[src/rtl/byte_word_packer_pkg.sv]
// Shared debug-path constants and lane helpers.
// Used by the byte/word packers and the UART debug unit.
package byte_word_packer_pkg;

    localparam int N_LANES              = 4;
    localparam int LANE_W               = 2;
    localparam int DEBUG_TIMEOUT_CYCLES = 1000;

    typedef logic [LANE_W-1:0] lane_t;

    // Bit offset of a lane; lane 0 is the MSB lane when msb_first is set.
    function automatic int lane_lsb(input int lane, input bit msb_first,
                                    input int nb_byte);
        return msb_first ? (N_LANES - 1 - lane) * nb_byte : lane * nb_byte;
    endfunction

endpackage

[src/rtl/byte_word_packer_word_out_reg.sv]
// One-entry valid/ready holding register.
// A load may coincide with a drain, giving back-to-back words with no bubble.
module word_out_reg #(
    parameter int W = 32
) (
    input  logic         i_clk,
    input  logic         i_rst_n,
    input  logic         i_clear,
    input  logic         i_load,
    input  logic [W-1:0] i_data,
    input  logic         i_ready,
    output logic         o_valid,
    output logic [W-1:0] o_data
);

    logic         valid_q, valid_d;
    logic [W-1:0] data_q, data_d;

    always_comb begin
        valid_d = valid_q;
        data_d  = data_q;
        if (i_clear) begin
            valid_d = 1'b0;
        end else if (i_load) begin
            valid_d = 1'b1;
            data_d  = i_data;
        end else if (i_ready) begin
            valid_d = 1'b0;
        end
    end

    always_ff @(posedge i_clk or negedge i_rst_n) begin
        if (!i_rst_n) begin
            valid_q <= 1'b0;
            data_q  <= '0;
        end else begin
            valid_q <= valid_d;
            data_q  <= data_d;
        end
    end

    assign o_valid = valid_q;
    assign o_data  = data_q;

endmodule

[src/rtl/byte_word_packer.sv]
// Byte stream to 32-bit word assembler for the debug loader path.
// Partial words are dropped after an idle timeout.
module byte_word_packer
    import byte_word_packer_pkg::*;
#(
    parameter int NB_BYTE        = 8,
    parameter int NB_WORD        = 32,
    parameter bit MSB_FIRST      = 1'b1,
    parameter int NB_TIMEOUT     = 16,
    parameter int TIMEOUT_CYCLES = DEBUG_TIMEOUT_CYCLES
) (
    input  logic               i_clk,
    input  logic               i_rst_n,
    input  logic               i_clear,
    input  logic               i_byte_valid,
    input  logic [NB_BYTE-1:0] i_byte,
    output logic               o_byte_ready,
    output logic               o_word_valid,
    output logic [NB_WORD-1:0] o_word,
    input  logic               i_word_ready,
    output logic [1:0]         o_count,
    output logic               o_timeout
);

    lane_t                  count_q, count_d;
    logic [NB_WORD-1:0]     asm_q, asm_d, asm_ins;
    logic [NB_TIMEOUT-1:0]  idle_q, idle_d;
    logic                   timeout_q, timeout_d;
    logic                   accept, complete, fire, word_valid;

    localparam lane_t LAST = lane_t'(N_LANES - 1);

    assign o_byte_ready = !i_clear &&
        !(count_q == LAST && word_valid && !i_word_ready);
    assign accept   = i_byte_valid && o_byte_ready;
    assign complete = accept && count_q == LAST;
    assign fire     = (TIMEOUT_CYCLES != 0) && count_q != '0 &&
        !accept && !i_clear && idle_q == NB_TIMEOUT'(TIMEOUT_CYCLES);

    always_comb begin
        asm_ins = asm_q;
        for (int k = 0; k < N_LANES; k++) begin
            if (count_q == lane_t'(k))
                asm_ins[lane_lsb(k, MSB_FIRST, NB_BYTE) +: NB_BYTE] = i_byte;
        end
    end

    always_comb begin
        count_d   = count_q;
        asm_d     = asm_q;
        idle_d    = idle_q;
        timeout_d = 1'b0;
        if (i_clear) begin
            count_d = '0;
            asm_d   = '0;
            idle_d  = '0;
        end else if (accept) begin
            count_d = count_q + lane_t'(1);
            asm_d   = complete ? '0 : asm_ins;
            idle_d  = '0;
        end else if (fire) begin
            count_d   = '0;
            asm_d     = '0;
            idle_d    = '0;
            timeout_d = 1'b1;
        end else if (count_q != '0 && TIMEOUT_CYCLES != 0) begin
            idle_d = idle_q + NB_TIMEOUT'(1);
        end else begin
            idle_d = '0;
        end
    end

    always_ff @(posedge i_clk or negedge i_rst_n) begin
        if (!i_rst_n) begin
            count_q   <= '0;
            asm_q     <= '0;
            idle_q    <= '0;
            timeout_q <= 1'b0;
        end else begin
            count_q   <= count_d;
            asm_q     <= asm_d;
            idle_q    <= idle_d;
            timeout_q <= timeout_d;
        end
    end

    word_out_reg #(
        .W(NB_WORD)
    ) u_out (
        .i_clk   (i_clk),
        .i_rst_n (i_rst_n),
        .i_clear (i_clear),
        .i_load  (complete),
        .i_data  (asm_ins),
        .i_ready (i_word_ready),
        .o_valid (word_valid),
        .o_data  (o_word)
    );

    assign o_word_valid = word_valid;
    assign o_count      = count_q;
    assign o_timeout    = timeout_q;

endmodule

[config.mk]
export PLATFORM = sky130hd
export DESIGN_NAME = byte_word_packer
export DESIGN_NICKNAME = d
export VERILOG_FILES = /design/src/rtl/byte_word_packer_pkg.sv /design/src/rtl/byte_word_packer_word_out_reg.sv /design/src/rtl/byte_word_packer.sv
export SDC_FILE = /design/constraint.sdc
export NUM_CORES = 1
export LEC_CHECK = 0
export ABC_AREA = 1
export ABC_CLOCK_PERIOD_IN_PS = 1500
export CORE_MARGIN = 10
export CORE_UTILIZATION = 40
export CTS_CLUSTER_DIAMETER = 30
export DETAILED_ROUTE_END_ITERATION = 7
export PLACE_DENSITY = 0.68
export SYNTH_ARGS = -nofsm -noshare
export SYNTH_HDL_FRONTEND = slang
export SYNTH_SLANG_ARGS = --single-unit
[constraint.sdc]
create_clock -name i_clk -period 1.5 [get_ports i_clk]
set_input_delay 0.15 -clock i_clk [delete_from_list [all_inputs] [get_ports i_clk]]
set_output_delay 0.15 -clock i_clk [all_outputs]
set_load 0.02 [all_outputs]
[Yosys cells after proc, flatten, opt, wreduce, memory -nomap -nowiden]
Index checks and enable logic that the tools add are counted.
Operators by class
  bitwise logic cells: 1
  equal/unequal tests: 4
  reductions and logical operators: 17
  muxes and demuxes: 21
  add/subtract/negate cells: 2
Operators by type and width (number)
  $mux 32: 4
  $mux 16: 4
  $mux 8: 4
  $add 16x1->16 const B: 1
  $eq 16x10->1 const B: 1
  $logic_and 1x1->1: 8
  $mux 1: 6
  $mux 2: 3
  $reduce_bool 3->1: 2
  $eq 2x2->1 const B: 2
  $logic_not 1->1: 4
  $add 2x1->2 const B: 1
  $eq 2x1->1 const B: 1
  $logic_not 2->1: 1
  $reduce_and 2->1: 1
  $reduce_bool 2->1: 1
  $not 1->1: 1
Word-level totals
  bits of input ports: 13
  logic and storage cells: 51
  register bits after elaboration: 84
  output and inout bits: 37

[Depth between registers and ports, before layout]
Gate-level depths: netlist (run 1).
  word-level depth: 13
  mapped depth: 9
  depth with buffers taken out: 8

[Modules after synthesis]
From an unflattened synthesis (run 1), not the netlist that was laid out.
Second synthesis, totals
  cell total of the unflattened synthesis: 508
  area, all modules: 4210.3 um2
Modules (own cells, without submodules)
  byte_word_packer: instances 1, area each 2797.7 um2, sequential area each 1276.2 um2, cells each 364
  word_out_reg: instances 1, area each 1412.6 um2, sequential area each 825.8 um2, cells each 144

[Worst setup path after synthesis (run 1)]
Ideal clock, no wire load.
  path kind: reg-to-reg
  from: register count_q[0], in the netlist o_count[0]
  to: register count_q[1], in the netlist o_count[1]
  buffers on the path: 1
  cell stages (with the launch flop): 10
  arrival time: 1.539 ns
  period minus slack after synthesis: 1.657 ns
  required time: 1.382 ns
  path slack: -0.157 ns
  setup time: 0.118 ns
  cell sequence: dfrtp_1 > inv_1 > ha_1 > inv_1 > nand3_1 > nor2_1 > nand2_2 > clkbuf_1 > nand3_1 > nand2_1
On the way
  longest elaborated chain between the ends: 11
  elaborated cells between the ends (all ways): 15
  classes of those cells: 1 x add/sub; 1 x eq/ne; 2 x mux; 11 x reduce/logical
RTL lines
  start: declaration: RTL line byte_word_packer.sv:25  | lane_t count_q, count_d;
  start signal: assignment: RTL line byte_word_packer.sv:80  | count_q <= count_d;
  $eq 2x2->1: RTL line byte_word_packer.sv:34  | !(count_q == LAST && word_valid && !i_word_ready);
  $logic_and 1x1->1 (2 in series): RTL line byte_word_packer.sv:34
  $logic_not 1->1: RTL line byte_word_packer.sv:34
  $logic_and 1x1->1: RTL line byte_word_packer.sv:33  | assign o_byte_ready = !i_clear &&
  $logic_and 1x1->1: RTL line byte_word_packer.sv:35  | assign accept = i_byte_valid && o_byte_ready;
  $logic_not 1->1: RTL line byte_word_packer.sv:38  | !accept && !i_clear && idle_q == NB_TIMEOUT'(TIMEOUT_CYCLES);
  $logic_and 1x1->1: RTL line byte_word_packer.sv:37  | assign fire = (TIMEOUT_CYCLES != 0) && count_q != '0 &&
  $logic_and 1x1->1 (2 in series): RTL line byte_word_packer.sv:38
  $reduce_bool 3->1 (no line)
Parallel ways exist; a longest one is shown, timed or not.
A chain may end at the register's enable or synchronous reset.

[Worst setup path in the final report (run 1)]
  from: register count_q[1], in the netlist o_count[1]
  to: register idle_q[1]
On the way
  longest elaborated chain between the ends: 13
  elaborated cells between the ends (all ways): 15
  classes of those cells: 1 x eq/ne; 4 x mux; 10 x reduce/logical
RTL lines
  $eq 2x2->1: RTL line byte_word_packer.sv:34
  $logic_and 1x1->1 (2 in series): RTL line byte_word_packer.sv:34
  $logic_not 1->1: RTL line byte_word_packer.sv:34
  $logic_and 1x1->1: RTL line byte_word_packer.sv:33
  $logic_and 1x1->1: RTL line byte_word_packer.sv:35
  $logic_not 1->1: RTL line byte_word_packer.sv:38
  $logic_and 1x1->1: RTL line byte_word_packer.sv:37
  $logic_and 1x1->1 (2 in series): RTL line byte_word_packer.sv:38
  $mux 16: RTL line byte_word_packer.sv:61  | end else if (fire) begin
  $mux 16 *: RTL line byte_word_packer.sv:57  | end else if (accept) begin
  $mux 16 *: RTL line byte_word_packer.sv:53  | if (i_clear) begin
  net idle_d[1]: RTL line byte_word_packer.sv:27  | logic [NB_TIMEOUT-1:0] idle_q, idle_d;
  end signal: assignment: RTL line byte_word_packer.sv:82  | idle_q <= idle_d;
  end: declaration: RTL line byte_word_packer.sv:27
The timed path passes the listed nets; every way through them passes the cells marked *.

==> results of run 1 <==
cell usage after synthesis (all sizes together):
cell	count
nand2	126
dfrtp	76
inv	52
o21ai	51
nand3	45
nor2	44
buf	11
clkbuf	10
a21oi	9
ha	6
nand4	5
xor2	4
xnor2	3
o21bai	2
nor3b	1
worst max-delay path by stage:
stage,depth (start not counted),endpoint,startpoint
3_5_place_dp,6,o_byte_ready,i_word_ready
4_1_cts,10,asm_q[23],o_count[1]
5_1_grt,10,idle_q[6],o_count[1]
6_report,10,idle_q[1],o_count[1]
3_3_place_gp,6,o_byte_ready,i_word_ready
2_1_floorplan,9,o_count[1],o_count[0]
what timing repair did:
item,CTS,global route
gates cloned,4,5
setup endpoints to repair,80,95
setup buffers,9,2
pin swaps,9,9
hold buffers,1,0
hold endpoints to repair,21,0
gates resized for setup,65,89
report_power, final:
part / total [W] / switching [W] / internal [W]
registers: 0.00228 / 0.0000843 / 0.00220
logic: 0.00106 / 0.000588 / 0.000472
clock network: 0.00142 / 0.000808 / 0.000611
layer usage:
| layer | global-route usage [%] | up-vias | share of wire, % |
|---|---|---|---|
| met4 | 5.931 | 0 | 3.7 |
| met1 | 17.86 | 1557 | 41 |
| met5 | 0 | - | 0 |
| met2 | 24.76 | 93 | 50 |
| met3 | 4.717 | 24 | 5.9 |
| li1 | - | 1583 | - |
stage by stage:
| step | area (sq um) | worst slack [ns] |
|---|---|---|
| finish | 5186 | -0.05840 |
| global route | 5186 | -0.1345 |
| CTS | 4847 | -0.07614 |
| detailed placement | 4383 | -0.3629 |
| global placement | 4383 | -0.3506 |
| floorplan | 3592 | 0.002531 |
registers in the layout, summed over array words and instances (netlist names):
| register | count |
|---|---|
| u_out.o_valid | 1 |
| o_timeout | 1 |
| idle_q | 16 |
| o_count | 2 |
| u_out.o_data | 32 |
| asm_q | 24 |
cells by family after synthesis:
| kind of cell | share of synthesized area (%) |
|---|---|
| compound gates | 9.142 |
| simple gates | 25.60 |
| buf+inv | 8.196 |
| flops | 53.24 |
| fa+ha+maj | 2.102 |
| xor+xnor | 1.716 |
worst max-delay path: stages (launching register included):
cell	delay [ns]
dfrtp_2	0.38
buf_6	0.11
inv_4	0.04
ha_4	0.16
inv_6	0.08
nand3_4	0.08
nor2_4	0.11
nand2_4	0.12
buf_4	0.18
nand3_4	0.12
nor2_1	0.06
area by class of cell:
cell class / count / area (sq um) / area share [%]
Clock buffer: 10 / 127.6 / 2.461
Clock inverter: 6 / 48.80 / 0.9409
Inverter: 52 / 205.2 / 3.957
Multi-Input combinational cell: 297 / 1634 / 31.51
Sequential cell: 76 / 1904 / 36.72
Tap cell: 108 / 135.1 / 2.606
Timing Repair Buffer: 95 / 1131 / 21.81
==> flow_metrics.tcl, run 1 <==
set metrics [dict create \
    status "complete, but fails checks" \
    violations "setup timing" \
    cts_max_level 3 \
    hold_violations 0 \
    clk_path_buf_depth 2 \
    tritoncts "done" \
    gp_congestion 0.7907 \
    drc 0 \
    numCtsBuffers 9 \
    ant_nets 0 \
    fp.dieH_um 114.5 \
    max-cap-violations 0 \
    ios 50 \
    fmax_mhz 641.7 \
    slew_headroom_pct 78.35 \
    layout_commonest_cell "nand2_1" \
    clk_pin_slew_ns 0.09 \
    rr_worst_depth 10 \
    wl_um 10250 \
    clock-sinks 76 \
    clkLatencyLatePin_ns 0.36 \
    syn_to_final_growth_pct 45.18 \
    setup_slack_ns -0.05840 \
    period_share_pct 103.9 \
    die-area_sq_um 13110 \
    cp.arrival_ns 1.80 \
    die_w_um 114.5 \
    slew_violations 0 \
    min_path_type "in2async" \
    final_cell_mix "nand2_1, dfrtp_1, inv_1" \
    track_usage_pct 15.06 \
    skew_ns 0.01411 \
    ys_warn_count 0 \
    avgViaCountPerCell 5.057 \
    synth.area.top_cells "dfrtp_1, nand2_1, o21ai_0" \
    ys_seq_elements 76 \
    reg2reg_from "o_count[1]" \
    setup_viol 18 \
    worstSetupEndpointType "register" \
    ys_seq_area_share_pct 53.24 \
    power.density_nw_per_um2 918.0 \
    fin_util_pct 59.47 \
    synth_nets 464 \
    grt_pass1_vias 3236 \
    wl_per_cell_um 15.91 \
    synthesis.area_sq_um 3572 \
    start_util_pct 40.96 \
    worstReg2RegEnd "idle_q[1]" \
    p_leak_nw 2.771 \
    cts_root_buffer "clkbuf_8" \
    peakVddDrop_uv 554.5 \
    synth_area_leader_cell "dfrtp_1" \
    diodes 0 \
    rsz0062_at_grt "yes" \
    synthDistinctLibCells 20 \
    grt_max_degree 38 \
    final.setup.tns_ns -0.6503 \
    drive_gt1_share_pct 22.76 \
    nets 550 \
    critical_path_class "reg2reg" \
    netlist_instances 445 \
    dpl.cell_count 609 \
    synth_top_area_share_pct 53.24 \
    hpwl_um 6375 \
    drt_iter0_markers 185 \
    first_pass_iters 4 \
    fin_cells 644 \
    worstPathRequired_ns 1.74 \
    grt-ovfl-total 0 \
    tightest_slew_ns 0.3235 \
    total_power_w 0.004761 \
    timing.hold.ws_ns 0.2296 \
    core_area_sq_um 8721 \
    grt_pass1_wl_um 16040 \
    rrSetupSlack_ns -0.06 \
    start_kind "register" \
    crit_fanout 8 \
    numPortBuffers 49 \
    rows 34 \
    post-route-min-period_ns 1.558 \
    antenna_found_initial 0 \
    avgSynthCellArea_sq_um 8.027 \
    fillCellCount 713 \
    dr_total_vias 3257 \
]
Power figures use the tool's default switching activity.
==> run 2: changes to the inputs <==
- MAX_ROUTING_LAYER: not set -> met4
==> run 2 against run 1 <==
Effect of this change:
- the flow still finishes with violations (setup timing)
- first-iteration DRC count is 5.9% lower
- register-to-register slack hardly changed
- clock-buffer cell count stayed put
- non-clock buffer count stayed put
- critical endpoint unchanged
==> flow_metrics.tcl, run 2 (synthesized netlist as in run 1, its figures left out) <==
set metrics [dict create \
    final_cell_mix "nand2_1, dfrtp_1, inv_1" \
    hold_violations 0 \
    dpl.cell_count 609 \
    crit_fanout 8 \
    slowest_stage "dfrtp_2" \
    crit_family "simple AND/OR/NAND/NOR gates" \
    drc 0 \
    grt-ovfl-total 0 \
    tightest_slew_ns 0.3355 \
    p_leak_nw 2.773 \
    die_w_um 114.5 \
    critPathMaxStageDelay_ns 0.38 \
    grt_pass1_vias 3229 \
    gp_congestion 0.8018 \
    clkLatencyLatePin_ns 0.36 \
    drt_iter0_markers 174 \
    fin_util_pct 59.40 \
    power.density_nw_per_um2 920.8 \
    final.setup.tns_ns -0.6681 \
    first_pass_iters 5 \
    hpwl_um 6375 \
    slew_headroom_pct 77.63 \
    peakVddDrop_uv 547.5 \
    period_share_pct 104.0 \
    path_cells "buf_6 > inv_4 > ha_4 > inv_6 > nand3_4 > nor2_4 > nand2_4 > buf_4 > nand3_4 > nor2_1" \
    timing.hold.ws_ns 0.2287 \
    worstSetupEndpointType "register" \
    nets 550 \
    worstPathRequired_ns 1.75 \
    fin_cells 644 \
    rsz0062_at_grt "yes" \
    antenna_found_initial 0 \
    cp_num_buf_inv 4 \
    cp.arrival_ns 1.81 \
    grtUsageMet1_pct 17.99 \
    ios 50 \
    grt_max_degree 38 \
    setup_slack_ns -0.05966 \
    clock-sinks 76 \
    cts_max_level 3 \
    layout_commonest_cell "nand2_1" \
    place_ws_ns -0.3629 \
    start_util_pct 40.96 \
    track_usage_pct 15.53 \
    slew_violations 0 \
    fillCellCount 715 \
    max-cap-violations 0 \
    diodes 0 \
    ant_nets 0 \
    clk_pin_slew_ns 0.09 \
    violations "setup timing" \
    min_path_type "in2async" \
    setup_viol 20 \
    status "complete, but fails checks" \
    numPortBuffers 49 \
    post-route-min-period_ns 1.560 \
    numCtsBuffers 9 \
    skew_ns 0.01375 \
    fp.dieH_um 114.5 \
    use_met3_pct 4.822 \
    top_usage_layer "met2" \
    rows 34 \
    grt_pass1_wl_um 16040 \
    wl_um 10350 \
    cts_root_buffer "clkbuf_8" \
    avgViaCountPerCell 5.099 \
    clk_path_buf_depth 2 \
    die-area_sq_um 13110 \
    drive_gt1_share_pct 22.76 \
    grt_use_met2_pct 24.80 \
    cp_common_cell "nand3_4" \
    largest_reg_flops 32 \
    start_kind "register" \
    fmax_mhz 641.2 \
    wl_per_cell_um 16.08 \
    dr_total_vias 3284 \
    core_area_sq_um 8721 \
    critical_path_class "reg2reg" \
    tritoncts "done" \
    syn_to_final_growth_pct 45.01 \
]
run 2: cell types whose count changed in the layout (fill, tap and decap cells not counted):
| cell | delta |
|---|---|
| buf_2 | +1 |
| clkdlybuf4s15_2 | -1 |
run 2: what timing repair did:
| item | CTS | global route |
|---|---|---|
| hold buffers | 1 | 0 |
| gates resized for setup | 65 | 90 |
| setup endpoints to repair | 80 | 96 |
| pin swaps | 9 | 9 |
| setup buffers | 9 | 2 |
| cloned | 4 | 5 |
| hold endpoints to repair | 21 | 0 |
run 2: final cells by class:
class | instances | area, sq um | area share [%]
timing repair buffer | 95 | 1125 | 21.71
clock buffer | 10 | 127.6 | 2.464
inverter | 52 | 205.2 | 3.961
clock inverter | 6 | 48.80 | 0.9420
tap | 108 | 135.1 | 2.609
sequential | 76 | 1904 | 36.76
multi-input combinational | 297 | 1634 | 31.55
run 2: final timing paths:
kind                                 start                to  slack [ns]  cells past startpoint
min                                i_rst_n   u_out.o_data[3]        0.23                      2
max in group asynchronous          i_rst_n  u_out.o_data[20]        0.71                      3
max reg2reg                     o_count[1]         idle_q[1]       -0.06                     10
max                             o_count[1]         idle_q[1]       -0.06                     10
min in group i_clk         u_out.o_data[3]   u_out.o_data[3]        0.49                      2
min reg2reg                u_out.o_data[3]   u_out.o_data[3]        0.49                      2
run 2: metrics by stage:
step	instance area, sq um	total power, W
after floorplan	3592	0.002741
after global placement	4383	0.003239
after detailed placement	4383	0.003257
after CTS	4847	0.004734
after global routing	5180	0.005000
final	5180	0.004770
run 2: worst reg2reg max path, delay by kind of cell, from the launching register on:
| kind | cells | cell delay, ns |
|---|---|---|
| simple gates | 5 | 0.49 |
| buf+inv | 4 | 0.41 |
| flops | 1 | 0.38 |
| fa+ha+maj | 1 | 0.16 |
run 2: power by group:
part / leakage, nW / switching, W / total [W] / internal [W]
Combinational: 1.68 / 0.000591 / 0.00106 / 0.000470
Clock: 0.0791 / 0.000815 / 0.00143 / 0.000611
Sequential: 1.01 / 0.0000844 / 0.00228 / 0.00220
Total: 2.77 / 0.00149 / 0.00477 / 0.00328
run 2: routing by layer:
metal  vias to the layer above  routed length [um]
met5                         -                   0
met4                         0                 339
met3                        24                 556
met2                        94                5133
met1                      1585                4323
li1                       1581                   -
==> run 3: changes to the inputs <==
- ABC_AREA: 1 -> not set
- CORE_ASPECT_RATIO: not set -> 0.5
- CTS_CLUSTER_DIAMETER: 30 -> not set
==> run 3 against run 2 <==
Effect of this change:
- register-to-register slack lost 0.07 ns
- global-route usage shrank 1.1 points
- clock power increased by 62%
- via count is 17% lower
- sequential power increased by 7%
- the run still ends with setup timing left
- synthesized cell count shrank 24%
==> flow_metrics.tcl, run 3 <==
set metrics [dict create \
    status "complete, but fails checks" \
    violations "setup timing" \
    syn_to_final_growth_pct 40.27 \
    tightest_slew_ns 0.4200 \
    grt-ovfl-total 0 \
    place_ws_ns -0.3384 \
    drive_gt1_share_pct 21.86 \
    avgViaCountPerCell 5.011 \
    fillCellCount 652 \
    largest_reg_flops 32 \
    grt_pass1_wl_um 14420 \
    crit_fanout 8 \
    hpwl_um 6034 \
    synth_nets 358 \
    worstSetupEndpointType "register" \
    critical_path_class "reg2reg" \
    rows 23 \
    synth_most_common_cell "dfrtp_1" \
    start_util_pct 42.27 \
    track_usage_pct 14.41 \
    setup_viol 73 \
    gp_congestion 0.8129 \
    fmax_mhz 612.3 \
    final_cell_mix "dfrtp_1, nor2_1, clkdlybuf4s50_1" \
    max-cap-violations 0 \
    slew_violations 0 \
    synth_edf_count 0 \
    drt_iter0_markers 168 \
    post-route-min-period_ns 1.633 \
    synth_ff_type "dfrtp_1" \
    setup_slack_ns -0.1332 \
    start_kind "register" \
    clkLatencyLatePin_ns 0.34 \
    clk_pin_slew_ns 0.06 \
    grt_max_degree 77 \
    slew_headroom_pct 71.93 \
    wl_um 8657 \
    ios 50 \
    skew_ns 0.009721 \
    nets 445 \
    synthArstFlopShare_pct 100.0 \
    clk_path_buf_depth 2 \
    netlist_instances 339 \
    synthDistinctLibCells 41 \
    ys_seq_elements 76 \
    stdcell_area_sq_um 4863 \
    rsz0062_at_grt "yes" \
    clock-sinks 76 \
    synth.area.top_cells "dfrtp_1, mux2i_1, nor2_1" \
    antenna_found_initial 0 \
    yosys-top-cells-count "dfrtp_1, nor2_1, inv_1" \
    synth_area_leader_cell "dfrtp_1" \
    cp.arrival_ns 1.84 \
    first_pass_iters 4 \
    worstPathRequired_ns 1.71 \
    power.density_nw_per_um2 1252 \
    core_area_sq_um 8202 \
    hold_violations 0 \
    diodes 0 \
    period_share_pct 108.9 \
    layout_commonest_cell "dfrtp_1" \
    cts_max_level 3 \
    ys_warn_count 0 \
    cts_root_buffer "clkbuf_16" \
    die-area_sq_um 13020 \
    tritoncts "done" \
    drc 0 \
    die_w_um 151.7 \
    dr_total_vias 2716 \
    numPortBuffers 49 \
    ys_seq_area_share_pct 54.85 \
    peakVddDrop_uv 627.3 \
    synthesis.area_sq_um 3467 \
    ant_nets 0 \
    grt_pass1_vias 2832 \
    avgSynthCellArea_sq_um 10.23 \
    min_path_type "in2async" \
    synth_top_area_share_pct 54.85 \
    final.setup.tns_ns -5.622 \
    p_leak_nw 2.215 \
    fp.dieH_um 85.83 \
    numCtsBuffers 9 \
    wl_per_cell_um 15.97 \
    dpl_cell_area_sq_um 4467 \
    timing.hold.ws_ns 0.3535 \
    rrSetupSlack_ns -0.13 \
]
[run 3: power breakdown]
part	switching (W)	internal [W]	total, W
clock	0.000862	0.00145	0.00231
combinational	0.000714	0.000637	0.00135
sequential	0.000135	0.00229	0.00243
[run 3: worst max-delay path, cell delays in order (launching register included)]
cell	delay, ns
dfrtp_2	0.41
inv_2	0.07
ha_4	0.17
nor4_4	0.19
nand4_4	0.14
buf_12	0.18
a21oi_4	0.22
o21ai_0	0.12
[run 3: stage by stage]
step	total power (W)	utilization, %	instances
floorplan	0.003122	-	339
global placement	0.003797	54.46	523
finish	0.006090	59.30	542
CTS	0.006148	58.87	541
global route	0.006359	59.30	542
detailed placement	0.003829	54.46	523
[run 3: cell families (layout without fill, tap and decap cells)]
group / Yosys count / after routing / synth area share [%]
AOI/OAI and AO/OA: 58 / 58 / 8.986
muxes: 32 / 32 / 9.527
xor gates and xnor gates: 12 / 12 / 3.031
adders and majority gates: 6 / 6 / 2.165
buffers and inverters: 45 / 136 / 5.413
DFF: 76 / 76 / 54.85
and+or+nand+nor: 110 / 110 / 16.02
[run 3: timing repair]
| action | 4_1_cts | 5_1_grt |
|---|---|---|
| resized for setup | 20 | 12 |
| setup buffers | 2 | 1 |
| setup endpoints to repair | 76 | 84 |
| hold buffers | 1 | 0 |
| pin swaps | 6 | 1 |
| hold endpoints to repair | 76 | 0 |
[run 3: worst paths after layout]
path                                     to            start  depth (start not counted)
setup / recovery                  asm_q[18]       o_count[0]                          7
hold / removal             u_out.o_data[20]          i_rst_n                          3
setup reg to reg                  asm_q[18]       o_count[0]                          7
hold reg to reg             u_out.o_data[5]  u_out.o_data[5]                          1
max in group asynchronous        o_count[1]          i_rst_n                          3
min in group i_clk          u_out.o_data[5]  u_out.o_data[5]                          1
[run 3: area by class of cell]
cell class / instances / area (sq um) / area share (%)
Clock buffer: 9 / 225.2 / 4.631
Clock inverter: 6 / 88.84 / 1.827
Inverter: 33 / 123.9 / 2.547
Multi-Input combinational cell: 218 / 1524 / 31.34
Sequential cell: 76 / 1904 / 39.16
Tap cell: 112 / 140.1 / 2.881
Timing Repair Buffer: 88 / 857.1 / 17.62
[run 3: metal layers]
metal | part of all wire (%) | wire, um | vias up | GRT usage [%]
met4 | 1.6 | 142 | 0 | 4.991
met3 | 2.7 | 234 | 16 | 3.564
li1 | - | - | 1296 | -
met1 | 44 | 3829 | 1367 | 16.28
met2 | 51 | 4451 | 37 | 24.49
met5 | 0 | 0 | - | -
